`config.mk`:
```
export PLATFORM = sky130hd
export DESIGN_NAME = uart_receiver
export DESIGN_NICKNAME = d
export VERILOG_FILES = /design/src/rtl/uart_receiver.sv
export SDC_FILE = /design/constraint.sdc
export NUM_CORES = 1
export LEC_CHECK = 0
export ABC_AREA = 1
export CORE_MARGIN = 3
export CORE_UTILIZATION = 61
export DETAILED_ROUTE_END_ITERATION = 12
export GPL_TIMING_DRIVEN = 0
export PLACE_DENSITY = 0.79
export SYNTH_ARGS = -nofsm -noshare
export SYNTH_HDL_FRONTEND = slang
export SYNTH_SLANG_ARGS = --single-unit
```
`constraint.sdc`:
```
create_clock -name clk -period 2.7 [get_ports clk]
set_clock_uncertainty 0.05 [all_clocks]
set_input_delay 0.54 -clock clk [delete_from_list [all_inputs] [get_ports clk]]
set_output_delay 0.54 -clock clk [all_outputs]
set_load 0.05 [all_outputs]
```
`src/rtl/uart_receiver.sv`:
```
// 8N1 UART receive front end: two-flop synchronizer, mid-bit sampling FSM,
// first-word-fall-through byte FIFO and sticky framing/overrun flags.
module uart_receiver #(
    parameter int CLK_FREQ   = 50_000_000,
    parameter int BAUD       = 115_200,
    parameter int FIFO_DEPTH = 16
) (
    input  logic                          clk,
    input  logic                          reset,
    input  logic                          uart_rx,
    input  logic                          rd_en,
    input  logic                          clr_err,
    output logic [7:0]                    rd_data,
    output logic                          rx_valid,
    output logic [$clog2(FIFO_DEPTH):0]   rx_count,
    output logic                          frame_err,
    output logic                          overrun,
    output logic [2:0]                    dbg_state
);

    localparam int C    = CLK_FREQ / BAUD;
    localparam int H    = C / 2;
    localparam int CW   = $clog2(C + 1);
    localparam int PW   = $clog2(FIFO_DEPTH);
    localparam int CNTW = PW + 1;

    localparam logic [CW-1:0]   C_LOAD     = CW'(C);
    localparam logic [CW-1:0]   H_LOAD     = CW'(H);
    localparam logic [CW-1:0]   CNT_ONE    = CW'(1);
    localparam logic [CNTW-1:0] FULL_COUNT = CNTW'(FIFO_DEPTH);

    typedef enum logic [2:0] {
        IDLE      = 3'd0,
        START     = 3'd1,
        DATA      = 3'd2,
        STOP      = 3'd3,
        WAIT_HIGH = 3'd4
    } state_t;

    // Handshake: rd_en pops the head byte at the clock edge where it is sampled
    // high together with rx_valid; rd_en while rx_valid is low has no effect.

    logic            rx_meta;
    logic            rx_s;

    state_t          state, state_next;
    logic [CW-1:0]   cnt, cnt_next;
    logic [2:0]      bit_idx, bit_next;
    logic [7:0]      shift, shift_next;
    logic            stop_good;
    logic            stop_bad;
    logic            bit_tick;

    logic [7:0]      mem [FIFO_DEPTH];
    logic [PW-1:0]   wr_ptr;
    logic [PW-1:0]   rd_ptr;
    logic [CNTW-1:0] count;
    logic            full;
    logic            push;
    logic            pop;
    logic            ov_set;

    always_ff @(posedge clk or negedge reset) begin
        if (!reset) begin
            rx_meta <= 1'b1;
            rx_s    <= 1'b1;
        end else begin
            rx_meta <= uart_rx;
            rx_s    <= rx_meta;
        end
    end

    always_ff @(posedge clk or negedge reset) begin
        if (!reset) begin
            state   <= IDLE;
            cnt     <= '0;
            bit_idx <= '0;
            shift   <= '0;
        end else begin
            state   <= state_next;
            cnt     <= cnt_next;
            bit_idx <= bit_next;
            shift   <= shift_next;
        end
    end

    assign bit_tick = (cnt == CNT_ONE);

    always_comb begin
        state_next = state;
        cnt_next   = cnt;
        bit_next   = bit_idx;
        shift_next = shift;
        stop_good  = 1'b0;
        stop_bad   = 1'b0;
        case (state)
            IDLE: begin
                if (!rx_s) begin
                    state_next = START;
                    cnt_next   = H_LOAD;
                end
            end
            START: begin
                if (bit_tick) begin
                    if (rx_s) begin
                        state_next = IDLE;
                    end else begin
                        state_next = DATA;
                        cnt_next   = C_LOAD;
                        bit_next   = 3'd0;
                    end
                end else begin
                    cnt_next = cnt - CNT_ONE;
                end
            end
            DATA: begin
                if (bit_tick) begin
                    shift_next = {rx_s, shift[7:1]};
                    cnt_next   = C_LOAD;
                    bit_next   = bit_idx + 3'd1;
                    if (bit_idx == 3'd7) begin
                        state_next = STOP;
                    end
                end else begin
                    cnt_next = cnt - CNT_ONE;
                end
            end
            STOP: begin
                if (bit_tick) begin
                    if (rx_s) begin
                        stop_good  = 1'b1;
                        state_next = IDLE;
                    end else begin
                        stop_bad   = 1'b1;
                        state_next = WAIT_HIGH;
                    end
                end else begin
                    cnt_next = cnt - CNT_ONE;
                end
            end
            WAIT_HIGH: begin
                // A held-low line (break) must return high before a new start is hunted.
                if (rx_s) begin
                    state_next = IDLE;
                end
            end
            default: state_next = IDLE;
        endcase
    end

    // A pop in the same cycle as a push into a full FIFO frees the slot.
    assign full   = (count == FULL_COUNT);
    assign pop    = rd_en && (count != '0);
    assign push   = stop_good && (!full || pop);
    assign ov_set = stop_good && full && !pop;

    always_ff @(posedge clk) begin
        if (push) begin
            mem[wr_ptr] <= shift;
        end
    end

    always_ff @(posedge clk or negedge reset) begin
        if (!reset) begin
            wr_ptr <= '0;
            rd_ptr <= '0;
            count  <= '0;
        end else begin
            if (push) begin
                wr_ptr <= wr_ptr + PW'(1);
            end
            if (pop) begin
                rd_ptr <= rd_ptr + PW'(1);
            end
            case ({push, pop})
                2'b10:   count <= count + CNTW'(1);
                2'b01:   count <= count - CNTW'(1);
                default: count <= count;
            endcase
        end
    end

    always_ff @(posedge clk or negedge reset) begin
        if (!reset) begin
            frame_err <= 1'b0;
            overrun   <= 1'b0;
        end else begin
            if (stop_bad) begin
                frame_err <= 1'b1;
            end else if (clr_err) begin
                frame_err <= 1'b0;
            end
            if (ov_set) begin
                overrun <= 1'b1;
            end else if (clr_err) begin
                overrun <= 1'b0;
            end
        end
    end

    assign rx_valid  = (count != '0);
    assign rx_count  = count;
    assign rd_data   = rx_valid ? mem[rd_ptr] : 8'h00;
    assign dbg_state = state;

endmodule

```
Word level (Yosys, flattened, before mapping) --
Memory sizes are Yosys's and may differ from the RTL's. Cells that the tools add are included.
Operators by class: add/subtract/negate cells 6, multipliers 0, divide/modulo/power cells 0, order comparisons 0, equality and inequality tests 18, shifts and indexed selects 0, mux-type cells 32, bitwise logic cells 0, reductions and logical operators 18
Operators with widths (count):
- $mux 9 | 5
- $pmux 9 s4 | 1
- $mux 3 | 10
- $ne 2x2->1 const B | 8
- $pmux 3 s5 | 1
- $mux 1 | 11
- $pmux 5 s2 | 1
- $eq 9x1->1 const B | 1
- $sub 9x1->9 const B | 1
- $add 4x1->4 const B | 2
- $mux 8 | 1
- $reduce_and 4->1 | 2
- $reduce_bool 2->1 | 4
- $eq 3x2->1 const B | 2
- $eq 3x3->1 const B | 2
- $pmux 3 s2 | 1
- $reduce_and 6->1 | 1
- $add 5x1->5 const B | 1
- $eq 5x5->1 const B | 1
- $reduce_bool 5->1 | 1
- $sub 5x1->5 const B | 1
- $logic_and 1x1->1 | 4
- $reduce_bool 4->1 | 1
- $add 3x1->3 const B | 1
- 9 further kinds | 10
Word-level totals: bits in registers 40, bits in latches 0, bits in writable memories 128, ROM bits 0, bits of input ports 5, output and inout port bits 19, word-level logic and storage cells 86, memories 1
Memories:
- mem | words 16, bits a word 8, read ports 1, clocked after Yosys merged registers in 0, wr ports 1, line 54 | logic [7:0] mem [FIFO_DEPTH];

Longest topological paths before layout --
depth after elaboration 6, depth in mapped cells 20, mapped depth without buffers 20

Worst setup path after synthesis --
OpenSTA, ideal clock, no wires.
path kind register -> output, start point register count[1] (netlist: rx_count[1]), end point output rd_data[0], data arrival time 2162 ps, data required time 2110 ps, path slack -52 ps, cell stages (with the launch flop) 5, buffers on the path 0, cells stage by stage dfrtp_1 -> inv_1 -> nand4_2 -> inv_1 -> a21oi_1
Between the ends: cells in the longest elaborated chain, start to end 2
RTL lines:
- start, declared | line 57 | logic [CNTW-1:0] count;
- start signal, assigned | line 176 | 2'b10: count <= count + CNTW'(1);
- start signal, assigned | line 177 | 2'b01: count <= count - CNTW'(1);
- start signal, assigned | line 178 | default: count <= count;
- $reduce_bool 5->1 | line 201 | assign rx_valid = (count != '0);
- via rx_valid | line 14 | output logic rx_valid,
- $mux 8 | line 203 | assign rd_data = rx_valid ? mem[rd_ptr] : 8'h00;
- end, declared | line 13 | output logic [7:0] rd_data,
The timed path passes the listed nets, and every way through them passes these cells.

Worst setup path in the final report --
start point register rd_ptr[1], end point output rd_data[4]
Between the ends: cells in the longest elaborated chain, start to end 2
RTL lines:
- start, declared | line 56 | logic [PW-1:0] rd_ptr;
- start signal, assigned | line 173 | rd_ptr <= rd_ptr + PW'(1);
- $mem_v2 16x8
- $mux 8 | line 203
Every way passes these cells.

==> reports/summary.txt <==
CP peak stage delay - 0.47 ns
Place WS - -0.6440 ns
Logic pwr share - 0.459
most frequent cells after synthesis - 128 x edfxtp_1, 113 x nor2_1, 92 x o21ai_0
switch share - 0.3952
RSZ-0062 raised after global routing - yes
DIE AREA - 13,220 um^2
CP cell instances - inv_2, clkbuf_4, o21ai_0, o221ai_1, nand3_1, a21oi_2, buf_6
DRC viols - 1
Slew @ Worst Pin - 0.9283 ns
DP HPWL - 11,050 um
first-pass GRT wire length - 29,680 um
Non-Filler Instances - 847
die span in x - 115.0 um
internal power - 6.122 mW
WP data arrival - 2.40 ns
I/O Buffers - 23
Clk pwr share - 0.253
largest net degree at the start of global routing - 41
Cell variety after synth - 42
cell taking the most area after synthesis - edfxtp_1
clk sink count - 168
post-synth top area share - 0.5306
ys async rst share - 0.2381
Synth area leaders - edfxtp_1 53%, dfrtp_1 13%, o21ai_0 6.4%
worst path required time - 2.11 ns
worst-skew pair later-pin latency - 0.43 ns
Reg clk slew, reported paths - 0.06 ns
cells after synthesis - 626
HP Class - primary input to asynchronous set/reset pin
CP Max Fanout - 10
grt total ovfl - 0
H-Tree Depth - 4
pins over their slew limit - 0
Ports - 24
fin worst setup slack - -0.2933 ns
CTS Buf Count - 17
relative max-transition margin - 0.3811
sequential area share after synthesis - 0.6691
ant diodes - 0
Reg-to-Reg End - mem[15][7]
most frequent cell after synthesis - edfxtp_1
Cells after DPL - 792
Leak - 3.772 nW
core area - 11,520 um^2
Startpoint Class - flip-flop
Post-Syn Area - 7244 um^2
top_reg_cell synth - edfxtp_1
share of cells above drive strength 1 - 0.2429
final setup violation count - 8
Die H - 115.0 um
Rows - 39
Period minus WS final - 2.993 ns
reg2reg path depth - 11
Reg2Reg Setup Slack - 0.15 ns
switching power - 3.999 mW
Vias/cell - 6.509
Peak Freq - 334.1 MHz
Hold Vio Cnt, Final - 0
gpl congestion - 0.9290
Reg power frac - 0.288
Max-cap violations - 0
initial antenna violation count - 0
CTS root buf - clkbuf_16
drt wl/cell - 24.38 um
pwr dens - 1107 nW/um^2
CP max-delay cell - dfrtp_2
hold slack - 0.1975 ns
global-route usage over all layers - 0.3050
Yosys reg bits - 168
CTS max path bufs - 2
Vias - 5,513
1st-iter DRT viols - 642
syn nets - 642
Final Routed Wirelength - 20,650 um
period utilization - 1.109
crit end category - output pin
final antenna-violating net count - 0
critical path class - flip-flop to output pin
first-pass iteration count of the detailed router - 12
# hold bufs at CTS - 0
Post-synth EDFFs - 128
number of global-route vias before repair - 5,495
Max rail drop VDD - 0.8472 mV
status - complete, but fails checks
Synth-to-Final Area Change - 26.20%
Initial Util - 0.6291
CTS tree - done
yosys warns - 0
failing checks - design-rule violations, negative setup slack
mean post-synth cell area - 11.57 um^2
FF-to-FF Start - cnt[1]
net total in the final layout - 707
[worst max-delay path, delay by kind of cell (launching register included)]
family | cells | cell delay, ns
flops | 1 | 0.47
compound gates | 3 | 0.71
buf+inv | 3 | 0.54
simple gates | 1 | 0.23
[per-stage QoR]
stage | TNS, ns | total power [mW] | util | cell area [um^2]
floorplan | -0.4135 | 5.130 | - | 7244
global placement | -17.40 | 6.063 | 0.6646 | 7654
detailed placement | -26.88 | 6.163 | 0.6642 | 7649
CTS | -9.936 | 9.642 | 0.7640 | 8798
global route | -4.493 | 10.41 | 0.7939 | 9143
finish | -1.208 | 10.12 | 0.7939 | 9143
[layout make-up]
cell class	instances	area (um^2)
flip-flops and latches	168	4848
multi-input cells	385	2427
fillers	619	2374
repair buffers	46	638.1
clock buffers	19	432.9
plain buffers	26	249.0
inverters	47	187.7
clock inverters	13	180.2
well taps	143	178.9
[power by group through the flow]
stage | sequential, mW | clock (mW) | combinational, mW
final | 2.92 | 2.56 | 4.64
after global placement | 2.96 | 0 | 3.10
after global routing | 2.92 | 2.64 | 4.85
after detailed placement | 2.96 | 0 | 3.20
after CTS | 2.91 | 2.53 | 4.21
after floorplan | 3.07 | 0 | 2.06
[cell usage in the layout, fill, tap and decap left out, types with 6 or more instances in the layout]
master           Yosys  routed
a21oi_1             17      11
a21oi_2              0       6
buf_12               0       9
buf_4                2       9
buf_6                0       9
buf_8                0       6
clkbuf_16            0      19
clkbuf_4             0       7
clkdlybuf4s50_1      0      14
dfrtp_1             38      37
edfxtp_1           128     128
ha_1                11      11
inv_1               42      39
nand2_1             46      42
nand2_2              5       9
nand3_1             22      18
nand4_1              6       6
nor2_1             113      91
nor2_2               3       6
nor2_4               1      20
o21ai_0             92      78
o21ai_1              0      11
o221ai_1            20      11
o221ai_2             0       9
o22ai_1             13       7
xor2_1              10      10
[cell families after synthesis]
logic type | Yosys count | synth area share
and+or+nand+nor | 209 | 0.1314
DFF | 168 | 0.6691
AOI/OAI and AO/OA | 153 | 0.1242
buffers and inverters | 73 | 0.04041
xor gates and xnor gates | 11 | 0.01434
adders and majority gates | 11 | 0.01900
muxes | 1 | 0.001554
[layer usage]
metal  global-route usage  wire (um)  vias to the layer above
li1                     -          -                     2371
met1               0.3567       7109                     2653
met2               0.4985      10320                      390
met3              0.08632       1919                       99
met4               0.1909       1301                        0
met5                    0          0                        -
[what timing repair did]
item                                    CTS  global route
gates cloned                              5             1
pin swaps                                33            30
endpoints found under the setup margin  136           136
setup buffers                            10             7
gates resized for setup                 161            49
[worst max-delay path by stage]
stage                      from    endpoint  slack (ns)  depth (start not counted)
floorplan           rx_count[1]  rd_data[0]       -0.05                          4
global placement      rd_ptr[0]  rd_data[3]       -0.60                          9
CTS                      cnt[1]   mem[0][2]       -0.19                         10
global route          rd_ptr[0]  rd_data[4]       -0.25                          9
finish                rd_ptr[1]  rd_data[4]       -0.29                          7
detailed placement    rd_ptr[0]  rd_data[3]       -0.64                          7
[flip-flops by register name, indices dropped and copies added (netlist names)]
signal and flops:
bit_idx 3, cnt 9, dbg_state 3, frame_err 1, mem 128, overrun 1, rd_ptr 4, rx_count 5
rx_meta 1, rx_s 1, shift 8, wr_ptr 4
Note: power is estimated with default switching activity, not from simulation.
